## config.mk

```make
export PLATFORM = sky130hd
export DESIGN_NAME = jt7759_cendiv_flat
export DESIGN_NICKNAME = d
export VERILOG_FILES = /design/src/rtl/jt7759_cendiv_if.sv /design/src/rtl/jt7759_cendiv.sv /design/src/flat_wrapper.sv
export SDC_FILE = /design/constraint.sdc
export NUM_CORES = 1
export LEC_CHECK = 0
export ABC_AREA = 1
export BUFFER_PORTS_ARGS = -buffer_cell sky130_fd_sc_hd__buf_2
export CAP_MARGIN = 15
export CORE_MARGIN = 8
export CORE_UTILIZATION = 49
export CTS_BUF_LIST = sky130_fd_sc_hd__clkbuf_4 sky130_fd_sc_hd__clkbuf_8 sky130_fd_sc_hd__clkbuf_16
export CTS_CLUSTER_DIAMETER = 50
export DETAILED_ROUTE_END_ITERATION = 12
export GPL_TIMING_DRIVEN = 0
export PLACE_DENSITY_LB_ADDON = 0.08
export SKIP_CTS_REPAIR_TIMING = 1
export SYNTH_ARGS = -nofsm -noshare
export SYNTH_HDL_FRONTEND = slang
export SYNTH_SLANG_ARGS = --single-unit
export TNS_END_PERCENT = 1
```

## constraint.sdc

```tcl
create_clock -name clk -period 1.8 [get_ports clk]
set_clock_uncertainty 0.15 [all_clocks]
set_input_delay 0.27 -clock clk [delete_from_list [all_inputs] [get_ports clk]]
set_output_delay 0.27 -clock clk [all_outputs]
set_load 0.01 [all_outputs]
```

## src/rtl/jt7759_cendiv_if.sv

```systemverilog
// Bus between the clock-enable source and the ADPCM timing divider:
// enables and divisor request in, derived enables and period status out.
interface jt7759_cendiv_if #(
  parameter int DW = 6
);
  logic          cen;
  logic          restart;
  logic [DW-1:0] divby;
  logic          cen_ctl;
  logic          cen_dec;
  logic [DW-1:0] div_l;
  logic [DW-1:0] phase;

  modport master (
    output cen, restart, divby,
    input  cen_ctl, cen_dec, div_l, phase
  );

  modport slave (
    input  cen, restart, divby,
    output cen_ctl, cen_dec, div_l, phase
  );
endinterface

```

## src/rtl/jt7759_cendiv.sv

```systemverilog
// ADPCM timing divider: prescaled decoder sample enable plus a control
// enable that either mirrors cen or runs at roughly half the decoder divisor.
module jt7759_cendiv #(
  parameter int DW       = 6,
  parameter int PRE      = 4,
  parameter int MINDIV   = 9,
  parameter int CTL_MODE = 0
) (
  input  logic              clk,
  input  logic              rst_n,
  jt7759_cendiv_if.slave    io_if
);
  localparam int PW = $clog2(PRE);

  logic [PW-1:0] r_pre;
  logic [DW-1:0] r_dec;
  logic [DW-1:0] r_ctl;
  logic [DW-1:0] r_div;
  logic          r_cen_ctl;
  logic          r_cen_dec;

  logic          w_eop;
  logic          w_eoc_dec;
  logic          w_eoc_ctl;
  logic [DW-1:0] w_div_req;

  assign w_eop     = (r_pre == PW'(PRE-1));
  assign w_eoc_dec = (r_dec == r_div) && w_eop;
  assign w_eoc_ctl = (r_ctl == (r_div >> 1));
  assign w_div_req = (io_if.divby < DW'(MINDIV)) ? DW'(MINDIV) : io_if.divby;

  always_ff @(posedge clk) begin
    if (!rst_n) begin
      r_pre     <= '0;
      r_dec     <= '0;
      r_ctl     <= '0;
      r_div     <= DW'(MINDIV);
      r_cen_ctl <= 1'b0;
      r_cen_dec <= 1'b0;
    end else if (io_if.restart) begin
      // restart swallows a coincident cen and re-samples the divisor
      r_pre     <= '0;
      r_dec     <= '0;
      r_ctl     <= '0;
      r_div     <= w_div_req;
      r_cen_ctl <= 1'b0;
      r_cen_dec <= 1'b0;
    end else begin
      r_cen_dec <= io_if.cen && w_eoc_dec;
      r_cen_ctl <= (CTL_MODE == 0) ? io_if.cen : (io_if.cen && w_eoc_ctl);
      if (io_if.cen) begin
        r_pre <= w_eop ? '0 : r_pre + 1'b1;
        if (w_eop)
          r_dec <= w_eoc_dec ? '0 : r_dec + 1'b1;
        if (w_eoc_dec)
          r_div <= w_div_req;
        // the decoder period end realigns the control phase as well
        r_ctl <= (w_eoc_ctl || w_eoc_dec) ? '0 : r_ctl + 1'b1;
      end
    end
  end

  assign io_if.cen_ctl = r_cen_ctl;
  assign io_if.cen_dec = r_cen_dec;
  assign io_if.div_l   = r_div;
  assign io_if.phase   = r_dec;
endmodule

```

## src/flat_wrapper.sv

```systemverilog
// flat-port wrapper written by rule: the top's interface ports become plain ports
module jt7759_cendiv_flat 
#(
  parameter int DW       = 6,
  parameter int PRE      = 4,
  parameter int MINDIV   = 9,
  parameter int CTL_MODE = 0
)
  (clk, rst_n, io_if_cen, io_if_restart, io_if_divby, io_if_cen_ctl, io_if_cen_dec, io_if_div_l, io_if_phase);
  jt7759_cendiv_if #(.DW(DW)) io_if_i ();
  input  logic clk;
  input  logic rst_n;
  input wire logic [$bits(io_if_i.cen)-1:0] io_if_cen;
  input wire logic [$bits(io_if_i.restart)-1:0] io_if_restart;
  input wire logic [$bits(io_if_i.divby)-1:0] io_if_divby;
  output wire logic [$bits(io_if_i.cen_ctl)-1:0] io_if_cen_ctl;
  output wire logic [$bits(io_if_i.cen_dec)-1:0] io_if_cen_dec;
  output wire logic [$bits(io_if_i.div_l)-1:0] io_if_div_l;
  output wire logic [$bits(io_if_i.phase)-1:0] io_if_phase;
  assign io_if_i.cen = io_if_cen;
  assign io_if_i.restart = io_if_restart;
  assign io_if_i.divby = io_if_divby;
  assign io_if_cen_ctl = io_if_i.cen_ctl;
  assign io_if_cen_dec = io_if_i.cen_dec;
  assign io_if_div_l = io_if_i.div_l;
  assign io_if_phase = io_if_i.phase;
  jt7759_cendiv #(.DW(DW), .PRE(PRE), .MINDIV(MINDIV), .CTL_MODE(CTL_MODE)) u_core (.clk(clk), .rst_n(rst_n), .io_if(io_if_i));
endmodule
```

After elaboration in Yosys (flattened, before gate mapping)
Index checks and enable logic that the tools add are counted.
{"block": "word_totals", "regBits": 16, "input_bits": 10, "output_inout_bits": 14, "word_cells": 24}
{"block": "op_classes", "addsub": 2, "n_lt_le_gt_ge": 1, "n_eq_ne": 2, "muxes": 6, "n_bitwise": 1, "n_reduce_logical": 7}
{"cell": "$mux W6", "count": 5}
{"cell": "$add A6 B1 Y6 const B", "count": 1}
{"cell": "$eq A6 B6 Y1", "count": 1}
{"cell": "$lt A6 B4 Y1 const B", "count": 1}
{"cell": "$reduce_and A2 Y1", "count": 2}
{"cell": "$reduce_bool A2 Y1", "count": 2}
{"cell": "$add A2 B1 Y2 const B", "count": 1}
{"cell": "$eq A2 B2 Y1 const B", "count": 1}
{"cell": "$logic_and A1 B1 Y1", "count": 2}
{"cell": "$mux W2", "count": 1}
{"cell": "$reduce_or A2 Y1", "count": 1}
{"cell": "$not A1 Y1", "count": 1}

Logic depth before layout (Yosys ltp)
Gate-level depths: netlist (run 1).
{"block": "logic_depth", "ltp_word": 5, "mapped_depth": 10, "depth_no_buf": 10}

Worst setup path after synthesis (run 1)
OpenSTA, ideal clock, no wires.
{"block": "synth_timing", "path_type": "register -> register", "start": "register u_core.r_pre[0]", "end": "register u_core.r_dec[5], in the netlist u_core.io_if.phase[5]", "setup_time_ns": 0.118, "arrival_time_ns": 1.216, "t_required_ns": 1.532, "slack_ns": 0.316, "path_stages_with_launch": 9, "path_buffers": 0, "period_less_slack_ns": 1.484, "cell_sequence": "dfxtp_1 -> ha_1 -> inv_1 -> a21oi_1 -> nand2_1 -> nor2_1 -> nand2_1 -> o21ai_2 -> nor2_2"}
{"block": "synth_between", "elab_chain_len": 3, "elab_cells_between_ends": 4, "cone_classes": "eq/ne (1); mux (1); reduce/logical (2)"}
{"item": "start: declaration", "line_no": "jt7759_cendiv.sv:15", "source": "logic [PW-1:0] r_pre;"}
{"item": "start signal: assignment", "line_no": "jt7759_cendiv.sv:52", "source": "r_pre <= w_eop ? '0 : r_pre + 1'b1;"}
{"item": "$eq A2 B2 Y1 *", "line_no": "jt7759_cendiv.sv:27", "source": "assign w_eop = (r_pre == PW'(PRE-1));"}
{"item": "$logic_and A1 B1 Y1", "line_no": "jt7759_cendiv.sv:28", "source": "assign w_eoc_dec = (r_dec == r_div) && w_eop;"}
{"item": "$mux W6", "line_no": "jt7759_cendiv.sv:54", "source": "r_dec <= w_eoc_dec ? '0 : r_dec + 1'b1;"}
{"item": "end signal: assignment", "line_no": "jt7759_cendiv.sv:54"}
{"item": "end: declaration", "line_no": "jt7759_cendiv.sv:16", "source": "logic [DW-1:0] r_dec;"}
Mark *: on every way between the ends. The rest lies on a longest branch, timed or not.
A chain may end at the register's enable or synchronous reset.

Worst setup path in the final report (run 1)
{"block": "layout_timing", "start": "register u_core.r_pre[0]", "end": "register u_core.r_dec[3], in the netlist u_core.io_if.phase[3]"}
Same word-level chain as after synthesis.

==> results.yml, run 1 <==
floorplan:
  die_x_um: 57.33
  start_util_pct: 50.11
  placementRows: 15
  dieArea_sq_um: 3287
  pin_count: 24
  coreArea_sq_um: 1670
  die_y_um: 57.33
clock_network:
  cts-root-buf: "clkbuf_4"
  cts.sinks: 16
  cts_made_buffers: 3
  cts_tree: "built"
  cts_htree_levels: 1
  cts_buffer_depth: 2
  clkSlewWorstSetupHoldPaths_ps: 100
  clock_latency_ps: 280
grt:
  antenna_found_initial: 0
  grt_max_degree: 11
  overflow: 0
  grt_pass1_wl_um: 3422
  grt_pass1_vias: 836
  grt.total_usage_pct: 12.83
worst_setup_path:
  timing.rr.start: "u_core.r_pre[0]"
  critPathLaunch: "u_core.r_pre[0]"
  required_ps: 1830
  r2r_slack_ps: 140
  r2r_cells: 8
  r2r-end: "u_core.io_if.phase[3]"
  critPathCaptureType: "flop"
  crit_path_end: "u_core.io_if.phase[3]"
  cp-start-kind: "flop"
  critPathKind: "reg2reg"
  worstPathMaxFanout: 5
  cp.arrival_ps: 1690
drt:
  drc: 0
  postRouteAntennaNets: 0
  via_count: 807
  drt_iter0_markers: 9
  vias_per_cell: 4.861
  routed_wl_um: 1957
  wl_per_cell_um: 11.79
  dr.pass1.iters: 4
run:
  maxCapViolCount: 0
yosys:
  yosysWarningCount: 0
  yosysTopAreaCell: "dfxtp_1"
  synth_cell_type_count: 20
  postSynthCellCount: 122
  avgSynthCellArea_sq_um: 6.861
  syn-num-nets: 134
  syn-cell-area_sq_um: 837.1
  ys_ff_latch: 16
  seq_area_frac_synth_pct: 38.27
  synth_area_leaders: "dfxtp_1 (38%), nand2_1 (13%), inv_1 (8.1%)"
  synth_top_area_share_pct: 38.27
timing:
  worst_slack_ps: 144.5
  max_slew_margin_pct: 73.32
  worst_pin_slew_ps: 400.2
  period_share_pct: 91.97
  rsz0062_at_grt: "no"
  max_freq_mhz: 604.1
  finalSetupViolCount: 0
  slew_violations: 0
  hold_viol_final: 0
  tns_ps: 0
  fin_crit_ps: 1655
finish:
  layout_commonest_cell: "nand2_1"
  final_cell_mix: "nand2_1 (28), buf_2 (23), inv_1 (18)"
  area_growth_pct: 23.02
  final_nets: 162
  drive_gt1_share_pct: 27.52
  diodes: 0
power_and_ir_drop:
  irDropWorstVdd_v: 0.0003995
  p_leak_uw: 0.0005205
  power_density_nw_per_um2: 685.5
placed_design:
  dpl.hpwl_um: 1568
  portBuffers: 23
  place_ws_ps: 78.65
  place_congestion: 0.7477
worst_hold_path:
  holdPathStages: 3
  hp-class: "in2reg"
status:
  status: "finished, final reports clean"
[per-stage QoR]
step | hold slack [ps] | utilization (%) | power (uW) | instance area (sq um) | cells
after global placement | 301.6 | 58.28 | 468.2 | 973.4 | 162
after detailed placement | 329.0 | 58.28 | 471.8 | 973.4 | 162
after floorplan | 204.2 | - | 435.6 | 837.1 | 122
final | 67.79 | 61.65 | 705.9 | 1030 | 166
after CTS | 58.46 | 60.45 | 717.5 | 1010 | 166
after global routing | 73.45 | 61.65 | 746.1 | 1030 | 166
[logic make-up (layout without fill, tap and decap cells)]
group	after synthesis	count (layout)	synth area share (%)
fa+ha+maj	2	2	2.989
flops	16	16	38.27
xor+xnor	4	4	4.185
compound gates	13	13	8.970
buf+inv	22	49	9.864
simple gates	65	65	35.73
[report_power, final]
group	switching (uW)	leakage [uW]	total (uW)	internal [uW]
registers	9.44	0.000131	376	366
clock network	117	0.0000210	240	123
logic	52.7	0.000369	90.0	37.3
total	179	0.000520	706	526
[worst min path at each step]
stage | from | endpoint | slack [ps]
finish | io_if_divby[5] | u_core.io_if.div_l[5] | 70
global route | io_if_divby[5] | u_core.io_if.div_l[5] | 70
CTS | io_if_divby[5] | u_core.io_if.div_l[5] | 60
detailed placement | u_core.r_pre[0] | u_core.r_pre[0] | 330
global placement | u_core.r_pre[1] | u_core.r_pre[1] | 300
floorplan | rst_n | u_core.io_if.div_l[0] | 200
[final cells by class]
class	count	area (sq um)
Buffer	1	3.754
Fill cell	164	640.6
Inverter	21	78.83
Sequential cell	16	320.3
Multi-Input combinational cell	84	454.2
Timing Repair Buffer	23	115.1
Clock buffer	4	36.28
Tap cell	17	21.27
[synth_stat cells]
cell,instances
a211oi_1,1
a21boi_0,1
a21oi_1,9
clkbuf_1,1
dfxtp_1,16
ha_1,2
inv_1,18
inv_2,3
nand2_1,29
nand2_2,2
nand3_1,12
nand3_2,2
nor2_1,14
nor2_2,1
nor3_1,2
nor3_4,1
o21ai_2,1
o22ai_1,1
or2_2,2
xor2_1,4
[worst max-delay path, cell delays in order, from the launching register on]
cell and delay [ps]:
dfxtp_1 370, ha_1 190, inv_1 70, a21oi_1 110, nand2_1 70, nor2_2 170, nand2_2 150, o21ai_4 210
nor2_1 60
[routing by layer]
metal,vias to the layer above,part of all wire [%],GRT usage [%]
li1,438,-,-
met5,-,0,0
met3,2,4.2,3.139
met1,352,45,14.14
met4,0,0.46,5.357
met2,15,51,22.71
[sequential cells by signal (all words and copies together) (netlist names)]
name                  cells
u_core.io_if.cen_dec      1
u_core.r_pre              2
u_core.io_if.phase        6
u_core.io_if.div_l        6
u_core.io_if.cen_ctl      1
(Power assumes the default switching activity.)
==> inputs of run 2 (changes only) <==
--- a/config.mk
+++ b/config.mk
@@ -9,8 +9,8 @@
 export BUFFER_PORTS_ARGS = -buffer_cell sky130_fd_sc_hd__buf_2
 export CAP_MARGIN = 15
 export CORE_MARGIN = 8
-export CORE_UTILIZATION = 49
-export CTS_BUF_LIST = sky130_fd_sc_hd__clkbuf_4 sky130_fd_sc_hd__clkbuf_8 sky130_fd_sc_hd__clkbuf_16
+export CORE_UTILIZATION = 51
+export CTS_BUF_LIST = sky130_fd_sc_hd__clkbuf_8
 export CTS_CLUSTER_DIAMETER = 50
 export DETAILED_ROUTE_END_ITERATION = 12
 export GPL_TIMING_DRIVEN = 0
==> results.yml, run 2 (synthesis results as in run 1) <==
status:
  status: "finished, final reports clean"
timing:
  max_slew_margin_pct: 73.47
  period_share_pct: 92.19
  worst_slack_ps: 140.6
  tns_ps: 0
  hold_ws_ps: 112.4
  hold_viol_final: 0
  finalSetupViolCount: 0
  fin_crit_ps: 1659
  worst_pin_slew_ps: 397.9
  rsz0062_at_grt: "no"
  slew_violations: 0
  max_freq_mhz: 602.6
worst_hold_path:
  hp-class: "in2reg"
  holdPathStages: 3
worst_setup_path:
  worstPathMaxFanout: 5
  required_ps: 1780
  cp-start-kind: "flop"
  critPathCaptureType: "flop"
  r2r_cells: 8
  cp.arrival_ps: 1640
  critPathKind: "reg2reg"
finish:
  layout_commonest_cell: "nand2_1"
  area_growth_pct: 23.47
  diodes: 0
  final_cell_mix: "nand2_1 (28), buf_2 (23), inv_1 (18)"
  multiInputGateArea_sq_um: 454.2
  fill_cells: 151
  utilization_pct: 67.82
  drive_gt1_share_pct: 27.03
  final_nets: 162
  seqCellArea_sq_um: 320.3
floorplan:
  start_util_pct: 54.93
  die_y_um: 56.51
  coreArea_sq_um: 1524
  pin_count: 24
  die_x_um: 56.51
  dieArea_sq_um: 3193
  placementRows: 14
placed_design:
  dpl.hpwl_um: 1464
  place_congestion: 0.7976
  place_ws_ps: 81.79
  portBuffers: 23
grt:
  grt_pass1_wl_um: 3098
  overflow: 0
  grt_pass1_vias: 744
  grt.total_usage_pct: 11.48
  antenna_found_initial: 0
  grt_max_degree: 11
drt:
  wl_per_cell_um: 10.99
  via_count: 811
  drc: 0
  routed_wl_um: 1803
  vias_per_cell: 4.945
  postRouteAntennaNets: 0
  dr.pass1.iters: 4
  drt_iter0_markers: 18
clock_network:
  cts_htree_levels: 1
  cts_made_buffers: 3
  cts-root-buf: "clkbuf_8"
  cts.sinks: 16
  clkSlewWorstSetupHoldPaths_ps: 60
  clock_latency_ps: 240
  cts_buffer_depth: 2
  cts_tree: "built"
power_and_ir_drop:
  irDropWorstVdd_v: 0.0005558
  p_leak_uw: 0.0005211
  power_density_nw_per_um2: 700.9
run:
  maxCapViolCount: 0
-- run 2: changes by cell type in the layout (fill, tap and decap cells not counted), sizes merged --
cell | previous run | this run
clkbuf | 5 | 4
-- run 2: path summary, 6_finish.rpt --
kind / startpoint / endpoint / slack [ps]
setup / recovery: u_core.r_pre[0] / u_core.io_if.phase[4] / 140
hold / removal: io_if_divby[5] / u_core.io_if.div_l[5] / 110
setup reg to reg: u_core.r_pre[0] / u_core.io_if.phase[4] / 140
hold reg to reg: u_core.r_pre[0] / u_core.r_pre[0] / 330
-- run 2: per-stage QoR --
step           instance area, sq um  power, uW  std cells
6_report                       1033      724.4        164
5_1_grt                        1033      756.2        164
4_1_cts                        1013      726.3        164
3_5_place_dp                  972.2      469.9        161
3_3_place_gp                  972.2      467.6        161
2_1_floorplan                 837.1      435.6        122
-- run 2: routing by layer --
layer  vias to the layer above  wire length (um)  GRT usage [%]
li1                        438                 -              -
met1                       351               798          13.84
met2                        20               888          17.87
met3                         2               102          3.146
met4                         0                14          6.186
met5                         -                 0              0
-- run 2: final cells by class --
type / instances / area share (%)
repair buffers: 23 / 11.14
flip-flops and latches: 16 / 30.99
well taps: 16 / 1.937
clock buffers: 3 / 3.995
multi-input cells: 84 / 43.95
inverters: 21 / 7.627
plain buffers: 1 / 0.3632
-- run 2: power breakdown --
group          switching, uW  internal [uW]  leakage [uW]
Clock                    112            148     0.0000216
Sequential              9.09            367      0.000131
Combinational           51.7           37.3      0.000369
Total                    173            552      0.000521
-- run 2: critical path, stage by stage, from the launching register on --
cell and delay, ps:
dfxtp_1 350, ha_1 190, inv_1 70, a21oi_1 130, nand2_1 80, nor2_2 170
nand2_2 140, o21ai_4 210, nor2_1 60
